## src/rtl/ik_pkg.sv

```systemverilog
// Shared constants, joint vector types and controller states for the ik iteration datapath.
// The saturating magnitude helper lives here so the delta norm and later damping logic agree.
package ik_pkg;

    localparam int N_JOINTS = 6;
    localparam int ANG_W    = 21;
    localparam int DATA_W   = 36;
    localparam int ITER_W   = 8;

    typedef logic signed [ANG_W-1:0] angle_t;
    typedef angle_t [N_JOINTS-1:0]   joint_vec_t;
    typedef logic [ANG_W-1:0]        mag_t;

    typedef enum logic [2:0] {
        IDLE,
        LOAD,
        RUN,
        CHECK,
        FINISH
    } state_t;

    // Most negative value has no positive twin in ANG_W bits, so clamp it to the max positive.
    function automatic mag_t sat_abs(input angle_t a);
        mag_t r;
        if (a == {1'b1, {(ANG_W-1){1'b0}}}) begin
            r = {1'b0, {(ANG_W-1){1'b1}}};
        end else if (a < 0) begin
            r = mag_t'(-a);
        end else begin
            r = mag_t'(a);
        end
        return r;
    endfunction

    function automatic mag_t mag_max(input mag_t a, input mag_t b);
        return (a > b) ? a : b;
    endfunction

endpackage

```

## src/rtl/ik_delta_norm.sv

```systemverilog
// Combinational infinity norm of a delta vector: saturating |d| per element, then a
// binary max tree. Only the low ANG_W bits of each element carry the joint correction.
module ik_delta_norm
    import ik_pkg::*;
#(
    parameter int N_IN = N_JOINTS,
    parameter int IN_W = DATA_W
) (
    input  logic [N_IN*IN_W-1:0] delta,
    output mag_t                 max_mag
);

    localparam int LVLS   = $clog2(N_IN);
    localparam int LEAVES = 1 << LVLS;

    generate
        for (genvar gl = 0; gl <= LVLS; gl++) begin : g_lvl
            mag_t v [0:(LEAVES >> gl)-1];
            for (genvar gi = 0; gi < (LEAVES >> gl); gi++) begin : g_node
                if (gl == 0) begin : g_leaf
                    if (gi < N_IN) begin : g_used
                        angle_t d;
                        logic   unused_hi;
                        assign d         = angle_t'(delta[gi*IN_W +: ANG_W]);
                        assign unused_hi = ^delta[gi*IN_W+ANG_W +: IN_W-ANG_W];
                        assign v[gi]     = sat_abs(d);
                    end else begin : g_pad
                        assign v[gi] = '0;
                    end
                end else begin : g_max
                    assign v[gi] = mag_max(g_lvl[gl-1].v[2*gi], g_lvl[gl-1].v[2*gi+1]);
                end
            end
        end
    endgenerate

    assign max_mag = g_lvl[LVLS].v[0];

endmodule

```

## src/rtl/ik_iter_ctrl.sv

```systemverilog
// Iteration controller around the ik_swift DLS step engine: loads, steps, feeds back
// dh_dyn_out, and stops on tolerance, iteration budget, watchdog expiry or abort.
module ik_iter_ctrl
    import ik_pkg::*;
#(
    parameter int RUN_TIMEOUT = 255
) (
    input  logic                      clk,
    input  logic                      rst,
    input  logic                      start,
    input  logic                      abort,
    input  logic [N_JOINTS*ANG_W-1:0] theta_init,
    input  logic [6*DATA_W-1:0]       target_in,
    input  logic [ANG_W-1:0]          tol,
    input  logic [ITER_W-1:0]         iter_limit,
    output logic                      busy,
    output logic                      done,
    output logic                      converged,
    output logic                      timeout,
    output logic [ITER_W-1:0]         iter_count,
    output logic [N_JOINTS*ANG_W-1:0] theta_out,
    output logic                      swift_rst,
    output logic                      swift_en,
    output logic [N_JOINTS*ANG_W-1:0] swift_dh_in,
    output logic [6*DATA_W-1:0]       swift_target,
    input  logic                      swift_done,
    input  logic [N_JOINTS*ANG_W-1:0] swift_dh_out,
    input  logic [N_JOINTS*DATA_W-1:0] swift_delta
);

    localparam int WD_W = $clog2(RUN_TIMEOUT + 1);
    localparam logic [WD_W-1:0] WD_LAST = WD_W'(RUN_TIMEOUT - 1);

    state_t              state_reg;
    joint_vec_t          theta_reg;
    logic [6*DATA_W-1:0] target_reg;
    mag_t                tol_reg;
    logic [ITER_W-1:0]   limit_reg;
    logic [ITER_W-1:0]   iter_reg;
    logic [WD_W-1:0]     wd_reg;
    logic                busy_reg;
    logic                done_reg;
    logic                conv_reg;
    logic                tmo_reg;
    logic                srst_reg;
    logic                sen_reg;

    mag_t                max_mag;
    logic [ITER_W-1:0]   iter_next;

    ik_delta_norm #(
        .N_IN (N_JOINTS),
        .IN_W (DATA_W)
    ) u_norm (
        .delta   (swift_delta),
        .max_mag (max_mag)
    );

    assign iter_next = (iter_reg == {ITER_W{1'b1}}) ? iter_reg : iter_reg + 1'b1;

    always_ff @(posedge clk or negedge rst) begin
        if (!rst) begin
            state_reg  <= IDLE;
            theta_reg  <= '0;
            target_reg <= '0;
            tol_reg    <= '0;
            limit_reg  <= '0;
            iter_reg   <= '0;
            wd_reg     <= '0;
            busy_reg   <= 1'b0;
            done_reg   <= 1'b0;
            conv_reg   <= 1'b0;
            tmo_reg    <= 1'b0;
            srst_reg   <= 1'b1;
            sen_reg    <= 1'b0;
        end else begin
            done_reg <= 1'b0;
            if (abort && state_reg != IDLE) begin
                // Abandon the run quietly: results so far stay visible, engine held in reset.
                state_reg <= IDLE;
                busy_reg  <= 1'b0;
                srst_reg  <= 1'b1;
                sen_reg   <= 1'b0;
                wd_reg    <= '0;
            end else begin
                case (state_reg)
                    IDLE: begin
                        srst_reg <= 1'b1;
                        sen_reg  <= 1'b0;
                        if (start) begin
                            theta_reg  <= theta_init;
                            target_reg <= target_in;
                            tol_reg    <= tol;
                            limit_reg  <= (iter_limit == '0) ? ITER_W'(1) : iter_limit;
                            iter_reg   <= '0;
                            conv_reg   <= 1'b0;
                            tmo_reg    <= 1'b0;
                            busy_reg   <= 1'b1;
                            state_reg  <= LOAD;
                        end
                    end
                    LOAD: begin
                        srst_reg  <= 1'b0;
                        sen_reg   <= 1'b1;
                        wd_reg    <= '0;
                        state_reg <= RUN;
                    end
                    RUN: begin
                        if (swift_done) begin
                            sen_reg   <= 1'b0;
                            state_reg <= CHECK;
                        end else if (wd_reg == WD_LAST) begin
                            sen_reg   <= 1'b0;
                            srst_reg  <= 1'b1;
                            tmo_reg   <= 1'b1;
                            busy_reg  <= 1'b0;
                            done_reg  <= 1'b1;
                            state_reg <= FINISH;
                        end else begin
                            wd_reg <= wd_reg + 1'b1;
                        end
                    end
                    CHECK: begin
                        theta_reg <= swift_dh_out;
                        iter_reg  <= iter_next;
                        srst_reg  <= 1'b1;
                        if (max_mag <= tol_reg) begin
                            conv_reg  <= 1'b1;
                            busy_reg  <= 1'b0;
                            done_reg  <= 1'b1;
                            state_reg <= FINISH;
                        end else if (iter_next >= limit_reg) begin
                            busy_reg  <= 1'b0;
                            done_reg  <= 1'b1;
                            state_reg <= FINISH;
                        end else begin
                            state_reg <= LOAD;
                        end
                    end
                    FINISH: begin
                        state_reg <= IDLE;
                    end
                    default: begin
                        state_reg <= IDLE;
                        busy_reg  <= 1'b0;
                        srst_reg  <= 1'b1;
                        sen_reg   <= 1'b0;
                    end
                endcase
            end
        end
    end

    assign busy         = busy_reg;
    assign done         = done_reg;
    assign converged    = conv_reg;
    assign timeout      = tmo_reg;
    assign iter_count   = iter_reg;
    assign theta_out    = theta_reg;
    assign swift_rst    = srst_reg;
    assign swift_en     = sen_reg;
    assign swift_dh_in  = theta_reg;
    assign swift_target = target_reg;

endmodule

```

## config.mk

```make
export PLATFORM = sky130hd
export DESIGN_NAME = ik_iter_ctrl
export DESIGN_NICKNAME = d
export VERILOG_FILES = /design/src/rtl/ik_pkg.sv /design/src/rtl/ik_delta_norm.sv /design/src/rtl/ik_iter_ctrl.sv
export SDC_FILE = /design/constraint.sdc
export NUM_CORES = 1
export LEC_CHECK = 0
export CAP_MARGIN = 20
export CORE_AREA = 2 2 474 476
export DETAILED_ROUTE_END_ITERATION = 6
export DIE_AREA = 0 0 476 478
export PLACE_DENSITY_LB_ADDON = 0.08
export SYNTH_ARGS = -nofsm -noshare
export SYNTH_HDL_FRONTEND = slang
export SYNTH_SLANG_ARGS = --single-unit
```

## constraint.sdc

```tcl
create_clock -name clk -period 8.6 [get_ports clk]
set_clock_uncertainty 0.1 [all_clocks]
set_input_delay 0.86 -clock clk [delete_from_list [all_inputs] [get_ports clk]]
set_output_delay 0.86 -clock clk [all_outputs]
set_load 0.05 [all_outputs]
```

==> results by group <==
Routing
  • # DRC: 0
  • Max Used Layer: met5
  • Met2 WL post-DR: 86200 µm
  • Antenna viol nets, final: 0
  • Wirelength per Cell: 26.5 µm
  • Via/cell ratio: 3.54
  • Met3 wire length: 19700 µm
  • Drt total wl: 187000 µm
  • Metal-1 WL: 77800 µm
  • Starting DRT DRC Count: 1377
  • DRT Pass-1 Iters: 5
  • DR vias: 25000

Critical path
  • Critical path type: in -> reg
  • CP endpoint kind: flop
  • WP data arrival: 9.97 ns
  • Cell repeated most along the worst path: buf_12
  • Crit Path Max Fanout: 8
  • Worst EP required: 9.15 ns
  • Crit path largest cell delay: 0.55 ns
  • CP max stage cell: or4_4
  • Startpoint types: input port

Synth
  • Synth Area per Inst: 9.69 µm²
  • Post-synthesis compound-gate area fraction: 11.8%
  • Post-synthesis mux area share: 15.5%
  • Sequential area share after synthesis: 41.1%
  • Mapped Cells: 2488
  • Netlist cell types: 71
  • Ys flop type: dfrtp_1
  • Post-synth EDFFs: 0
  • FF+latch count, synth: 396
  • Cell Area, Synth: 24100 µm²
  • Simple logic cell fraction of the synthesized area: 13.3%
  • Adder-cell area share of the yosys netlist: 7.42%
  • Ys Warns: 0
  • Main combinational cell family by area after synthesis: multiplexers
  • Ys async rst share: 100%
  • XOR/XNOR Fraction of Synth Area: 3.05%

Die
  • Starting Density: 10.8%
  • Die area: 228000 µm²
  • Core box area: 223000 µm²
  • Chip height: 478 µm
  • DIE WIDTH: 476 µm
  • Io pins: 1200
  • Rows: 174

Finish
  • Area growth, synth to finish: 88.5%
  • Finished Core Util: 20.4%
  • Share of layout cells above drive strength 1: 26.1%
  • Final non-filler cell total: 7051
  • Most frequent cells in the layout: 1097 x clkdlybuf4s50_1, 535 x buf_4, 409 x nand2_1
  • Max reg flops: 216
  • Design Area, Final: 45500 µm²
  • Most common cell after layout, fill and taps aside: clkdlybuf4s50_1
  • Total Nets Final: 4857

Hold path
  • Tightest Hold Check Type: reg -> reg

GRT
  • All-Layer GR Usage: 15.9%
  • First-pass GRT wire length: 244000 µm
  • Total congestion overflow: 0
  • Number of global-route vias before repair: 26000
  • Initial antenna violation count: 106
  • Largest net degree at the start of global routing: 167

Outcome
  • Failing checks: negative setup slack
  • Outcome: finished, violations left

STA
  • Fin. Hold Viols: 0
  • Setup TNS: -3.94 ns
  • Final setup vio count: 5
  • Slew of the pin with the lowest slew margin: 1.10 ns
  • Setup WS post-layout: -0.823 ns
  • Max-slew violations: 0
  • RSZ-0062 raised after global routing: yes
  • Worst slew margin: 27.0%
  • Highest Clock Rate: 0.106 GHz
  • Tcrit/Tclk final: 110%
  • Tightest hold margin: 0.404 ns
  • Final Critical Period: 9.42 ns

Place
  • DP HPWL: 157000 µm
  • Port-buffer cells: 1109
  • Setup WS pre-CTS: -2.76 ns
  • Placed insts: 6876
  • Final GP Congestion: 0.891
  • Post-DP Area: 41800 µm²

CTS
  • Worst-skew pair later-pin latency: 0.73 ns
  • Clock tree buffer depth: 3
  • H-tree levels: 2
  • Total CTS buffers: 61
  • CTS tree: done
  • Root Buffer: clkbuf_16
  • Clock Sink Count: 396
  • Clock transition at path regs: 0.06 ns

Power and ir drop
  • Power Dens Cells: 378 nW/µm²
  • Worst VDD drop: 238 µV
  • Lkg Pwr: 19.5 nW
  • Total power: 17.2 mW

Flow run
  • Maxcap violations: 0
-- synth_stat cells (24+ instances only) --
library cell	count	share of area [%]
o21a_1	27	0.84
mux2i_1	112	4.6
a22oi_1	87	2.7
buf_4	126	3.9
dfrtp_1	395	41
mux2_2	230	11
nand3_1	31	0.64
a21oi_1	74	1.5
inv_1	129	2.0
clkbuf_1	94	1.5
nor2_1	80	1.2
xor2_1	61	2.2
o31ai_1	24	0.75
nand4_1	24	0.62
o21ai_0	120	2.5
nor3_1	40	0.83
nand2_1	415	6.5
ha_1	143	7.4
-- power breakdown --
group	internal, mW	total [mW]	switching, mW
Sequential	2.75	3.74	0.992
Combinational	3.71	10.7	7.02
Clock	1.60	2.69	1.10
Total	8.06	17.2	9.10
-- worst paths after layout --
path,from,endpoint,slack [ns],depth (start not counted)
min,swift_target[158],swift_target[158],0.40,1
max,swift_delta[112],state_reg[2],-0.82,50
min reg2reg,swift_target[158],swift_target[158],0.40,1
max reg2reg,iter_count[0],state_reg[0],5.00,13
max in group asynchronous,rst,swift_target[150],5.86,4
min in group asynchronous,rst,swift_dh_in[14],0.59,2
-- repair_timing --
action                                  in CTS  in global routing
endpoints found under the setup margin       5                  5
hold buffers                                 1                  0
gates cloned                                 1                  0
pin swaps                                   43                 54
buffers inserted                            31                 19
hold endpoints to repair                    28                  0
resized for setup                          108                 94
-- cell families after synthesis --
| kind of cell | Yosys count |
|---|---|
| muxes | 344 |
| adders and majority gates | 143 |
| AOI/OAI and AO/OA | 440 |
| and+or+nand+nor | 710 |
| other | 2 |
| buffers and inverters | 369 |
| DFF | 396 |
| xor gates and xnor gates | 84 |
-- metal layers --
layer | global-route usage, % | vias up
li1 | - | 11700
met1 | 19.6 | 12100
met3 | 7.06 | 241
met5 | 0 | -
met2 | 25.9 | 913
met4 | 2.03 | 90
-- worst max-delay path: cells and delay by family --
family | cells | cell delay (ns)
and+or+nand+nor | 9 | 2.14
buffers and inverters | 13 | 2.13
adders and majority gates | 4 | 1.02
AOI/OAI and AO/OA | 20 | 2.88
muxes | 4 | 0.92
-- layout make-up --
type	instances	area, µm²
fill	24700	178000
timing repair buffer	1675	15700
multi-input combinational	1732	13500
sequential	396	9910
tap	2992	3740
clock buffer	88	1810
inverter	130	488
clock inverter	25	287
antenna	13	32.5
Note: power is estimated with default switching activity, not from simulation.
